### src/rtl/clock_gen_pkg.sv
// Shared types, defaults and the half-period clamp for the clock_gen block.
package clock_gen_pkg;

  typedef enum logic [1:0] {
    PARK = 2'd0,
    LOW  = 2'd1,
    HIGH = 2'd2
  } clkgen_state_t;

  localparam int DIV_W_DEFAULT = 16;

  function automatic logic [31:0] clamp_half(input logic [31:0] v);
    return (v == 32'd0) ? 32'd1 : v;
  endfunction

endpackage

### src/rtl/clock_gen_div_cnt.sv
// Phase counter: clears or increments each clk; tc flags the last cycle of a phase.
module clock_gen_div_cnt #(
  parameter int W = 16
) (
  input  logic         clk,
  input  logic         rst,
  input  logic         clr,
  input  logic         inc,
  input  logic [W-1:0] limit,
  output logic [W-1:0] cnt,
  output logic         tc
);

  localparam logic [W-1:0] one = W'(1);

  logic [W-1:0] cnt_reg;

  always_ff @(posedge clk or posedge rst) begin
    if (rst) begin
      cnt_reg <= '0;
    end else if (clr) begin
      cnt_reg <= '0;
    end else if (inc) begin
      cnt_reg <= cnt_reg + one;
    end
  end

  // limit is never 0 (clamped upstream), so limit-1 cannot wrap
  assign tc  = (cnt_reg == (limit - one));
  assign cnt = cnt_reg;

endmodule

### src/rtl/clock_gen.sv
// Programmable 50%-duty engine clock divider with a one-cycle tick on each rise.
// Define CLOCK_GEN_TICK_CNT_EN to add the 32-bit tick_cnt output.
module clock_gen
  import clock_gen_pkg::*;
#(
  parameter int DIV_W        = DIV_W_DEFAULT,
  parameter int DEFAULT_HALF = 1
) (
  input  logic             clk,
  input  logic             rst,
  input  logic             en,
  input  logic             load,
  input  logic [DIV_W-1:0] half_period,
  output logic             clk_out,
  output logic             tick,
  output logic [DIV_W-1:0] phase_cnt
`ifdef CLOCK_GEN_TICK_CNT_EN
  ,
  output logic [31:0]      tick_cnt
`endif
);

  localparam logic [DIV_W-1:0] reset_half = DIV_W'(clamp_half(32'(DEFAULT_HALF)));

  clkgen_state_t    state_reg, state_next;
  logic [DIV_W-1:0] shadow_reg;
  logic [DIV_W-1:0] active_reg, active_next;
  logic             clk_out_reg, clk_out_next;
  logic             tick_reg, tick_next;
  logic             cnt_clr, cnt_inc, cnt_tc;
  logic [DIV_W-1:0] cnt;

  clock_gen_div_cnt #(.W(DIV_W)) u_div_cnt (
    .clk   (clk),
    .rst   (rst),
    .clr   (cnt_clr),
    .inc   (cnt_inc),
    .limit (active_reg),
    .cnt   (cnt),
    .tc    (cnt_tc)
  );

  always_ff @(posedge clk or posedge rst) begin
    if (rst) begin
      shadow_reg <= reset_half;
    end else if (load) begin
      shadow_reg <= DIV_W'(clamp_half(32'(half_period)));
    end
  end

  always_ff @(posedge clk or posedge rst) begin
    if (rst) begin
      state_reg   <= PARK;
      active_reg  <= reset_half;
      clk_out_reg <= 1'b0;
      tick_reg    <= 1'b0;
    end else begin
      state_reg   <= state_next;
      active_reg  <= active_next;
      clk_out_reg <= clk_out_next;
      tick_reg    <= tick_next;
    end
  end

  // Any phase change reloads active_reg from the shadow, so loads only take effect at boundaries
  always_comb begin
    state_next   = state_reg;
    active_next  = active_reg;
    clk_out_next = clk_out_reg;
    tick_next    = 1'b0;
    cnt_clr      = 1'b1;
    cnt_inc      = 1'b0;
    case (state_reg)
      PARK: begin
        clk_out_next = 1'b0;
        if (en) begin
          state_next  = LOW;
          active_next = shadow_reg;
        end
      end
      LOW: begin
        if (!en) begin
          state_next = PARK;
        end else if (cnt_tc) begin
          state_next   = HIGH;
          clk_out_next = 1'b1;
          tick_next    = 1'b1;
          active_next  = shadow_reg;
        end else begin
          cnt_clr = 1'b0;
          cnt_inc = 1'b1;
        end
      end
      HIGH: begin
        if (cnt_tc) begin
          state_next   = en ? LOW : PARK;
          clk_out_next = 1'b0;
          active_next  = shadow_reg;
        end else begin
          cnt_clr = 1'b0;
          cnt_inc = 1'b1;
        end
      end
      default: begin
        state_next   = PARK;
        clk_out_next = 1'b0;
      end
    endcase
  end

  assign clk_out   = clk_out_reg;
  assign tick      = tick_reg;
  assign phase_cnt = cnt;

`ifdef CLOCK_GEN_TICK_CNT_EN
  logic [31:0] tick_cnt_reg;

  // Counts on the same edge that raises tick, so the value already includes the visible pulse
  always_ff @(posedge clk or posedge rst) begin
    if (rst) begin
      tick_cnt_reg <= 32'd0;
    end else if (tick_next) begin
      tick_cnt_reg <= tick_cnt_reg + 32'd1;
    end
  end

  assign tick_cnt = tick_cnt_reg;
`endif

endmodule

### config.mk
export PLATFORM = sky130hd
export DESIGN_NAME = clock_gen
export DESIGN_NICKNAME = d
export VERILOG_FILES = /design/src/rtl/clock_gen_pkg.sv /design/src/rtl/clock_gen_div_cnt.sv /design/src/rtl/clock_gen.sv
export SDC_FILE = /design/constraint.sdc
export NUM_CORES = 1
export LEC_CHECK = 0
export CAP_MARGIN = 0
export CORE_MARGIN = 2
export CORE_UTILIZATION = 35
export CTS_CLUSTER_SIZE = 14
export DETAILED_ROUTE_END_ITERATION = 16
export SKIP_LAST_GASP = 1
export SLEW_MARGIN = 25
export SYNTH_ARGS = -nofsm -noshare
export SYNTH_HDL_FRONTEND = slang
export SYNTH_SLANG_ARGS = --single-unit
export TNS_END_PERCENT = 30
### constraint.sdc
create_clock -name clk -period 6 [get_ports clk]
set_input_delay 1.2 -clock clk [delete_from_list [all_inputs] [get_ports clk]]
set_output_delay 1.2 -clock clk [all_outputs]
set_load 0.03 [all_outputs]
==> flow_summary.toml <==
[drt]
drc_errors = 0
num_vias = 2340
dr.pass1.iters = 4
wl_per_cell_um = 15.8
postRouteAntennaNets = 0
routed_wl_mm = 6.73
avgViaCountPerCell = 5.48
first_iter_violations = 143

[floorplanning]
die_height_um = 97.0
dieWidth_um = 97.0
design.core.area_mm2 = 0.00830
io_pins = 38
die_area_mm2 = 0.00941
start_util = 0.365
num_rows = 33

[flow_run]
maxCapViolCount = 0

[sta]
whs_ns = 0.502
fin_crit_sh = 0.657
slew_headroom = 0.422
setup_ws_ns = 2.06
grt_setup_unrepaired = "false"
timing.fmax_mhz = 254
slew_violations = 0
period_needed_ns = 3.94
setup_viol = 0
tns_ns = 0
hold_viol = 0
finalClockSkew_ns = 0.00749
worst_pin_slew_ns = 0.864

[logic_synthesis]
synth_nets = 319
synthArstFlopShare = 1.00
synth.cell_area_mm2 = 0.00303
syn_inst = 293
synth-main-ff-cell = "dfrtp_1"
yosysSeqAreaShare = 0.431
synth-seq-cells = 52
yosys_warnings = 0
avgSynthCellArea_um2 = 10.3
yosysUniqueCellTypes = 58
synth_edf_count = 0

[placed_design]
place_ws_ns = 2.06
place.gp.congestion = 0.768
io_buffers = 37
hpwl_mm = 4.98

[finish]
n_fill_cell = 815
final_cell_mix = "dfrtp_1, clkdlybuf4s50_1, mux2_2"
nets = 347
drive_above_1_share = 0.130
diodes = 0
final_common_cell = "dfrtp_1"
area_growth_pct = 17.1
fin_util = 0.427

[clock_tree]
cts-buffers-inserted = 5
cts_root_buf = "clkbuf_8"
clk_path_buf_depth = 2
cts_tree = "built"
htree_levels = 2
clock-sinks = 52
clk_pin_slew_ns = 0.10
clk_latency_ns = 0.31
ctsResizeCount = 0
hold_buffers = 0
postCtsSetupBuffers = 0

[power_and_ir_drop]
power_density_mw_per_mm2 = 324
p_leak_nw = 1.34
vdd_drop_max_uv = 123

[worst_hold_path]
hp-class = "reg -> reg"

[grt]
grt-ovfl-total = 0
grt_pass1_wl_mm = 11.5
use_met2 = 0.225
top_usage_layer = "met2"
grt_pass1_vias = 2265
antenna_found_initial = 0
grt_max_degree = 53
grt_usage = 0.149
grt_util_met3 = 0.0253
met1_usage = 0.216

[worst_setup_path]
path_class = "reg -> reg"
worstPathRequired_ns = 6.20
startpoint_type = "register"
worstSetupEndpointType = "register"
worst-endpoint-arrival_ns = 4.14
cp_max_fo = 16

[outcome]
status = "completed"
-- power breakdown --
part / switching [W] / internal, W / total (W)
clock network: 0.000120 / 0.0000832 / 0.000203
registers: 0.000114 / 0.000425 / 0.000539
logic: 0.000216 / 0.000192 / 0.000407
-- per-layer routing --
| metal | vias to the layer above | part of all wire |
|---|---|---|
| met1 | 1150 | 0.50 |
| met5 | - | 0 |
| met4 | 0 | 0.015 |
| li1 | 1145 | - |
| met3 | 7 | 0.029 |
| met2 | 38 | 0.46 |
-- metrics by stage --
step / std cells / total power (W) / instance area [µm²]
after floorplan: 293 / 0.000853 / 3030
after global placement: 419 / 0.000945 / 3450
after detailed placement: 419 / 0.000954 / 3460
after CTS: 427 / 0.00116 / 3540
after global routing: 427 / 0.00123 / 3540
final: 427 / 0.00115 / 3540
-- cells in the mapped netlist (7+ instances only) --
| library cell | number | area, µm² |
|---|---|---|
| xnor2_1 | 13 | 114 |
| nand2_1 | 11 | 41.3 |
| dfrtp_1 | 50 | 1250 |
| nand4_1 | 7 | 43.8 |
| xor2_1 | 10 | 87.6 |
| mux2_2 | 21 | 236 |
| or3_1 | 7 | 43.8 |
| inv_1 | 12 | 45.0 |
| o21ai_0 | 10 | 50.1 |
| mux2_1 | 10 | 113 |
| nand3_1 | 10 | 50.1 |
| buf_2 | 7 | 35.0 |
| nor2_1 | 19 | 71.3 |
| a21oi_1 | 18 | 90.1 |
-- path summary, 6_finish.rpt --
path                               start             end  slack (ns)  depth (start not counted)
min in group asynchronous            rst    state_reg[0]        1.32                          2
max reg2reg                active_reg[1]  active_reg[15]        2.06                         10
min reg2reg                shadow_reg[8]   active_reg[8]        0.50                          1
min                        shadow_reg[8]   active_reg[8]        0.50                          1
max in group asynchronous            rst   shadow_reg[4]        4.25                          2
max                        active_reg[1]  active_reg[15]        2.06                         10
-- cells by family (layout without fill, tap and decap cells) --
| group | count (synthesis) | in the layout | share of synthesized area |
|---|---|---|---|
| mux | 31 | 31 | 0.115 |
| simple gates | 92 | 92 | 0.181 |
| compound gates | 61 | 61 | 0.141 |
| fa+ha+maj | 6 | 6 | 0.0248 |
| buf+inv | 28 | 57 | 0.0413 |
| flops | 52 | 52 | 0.431 |
| xor+xnor | 23 | 23 | 0.0665 |
-- critical path, cell delays in order, from the launching register on --
cell,delay [ns]
dfrtp_1,0.44
inv_1,0.08
ha_1,0.27
nor4b_4,0.42
nand3_1,0.14
nor4_1,0.21
o32ai_1,0.16
nor4_4,0.53
o2111ai_2,0.34
a211oi_4,0.83
mux2_2,0.41
-- area by class of cell --
class,instances,area (µm²),share of cell area
flip-flops and latches,52,1300,0.368
clock inverters,2,16.3,0.00459
inverters,12,47.5,0.0134
clock buffers,6,72.6,0.0205
multi-input cells,213,1600,0.452
well taps,105,131,0.0371
repair buffers,37,370,0.104
Power figures use the tool's default switching activity.
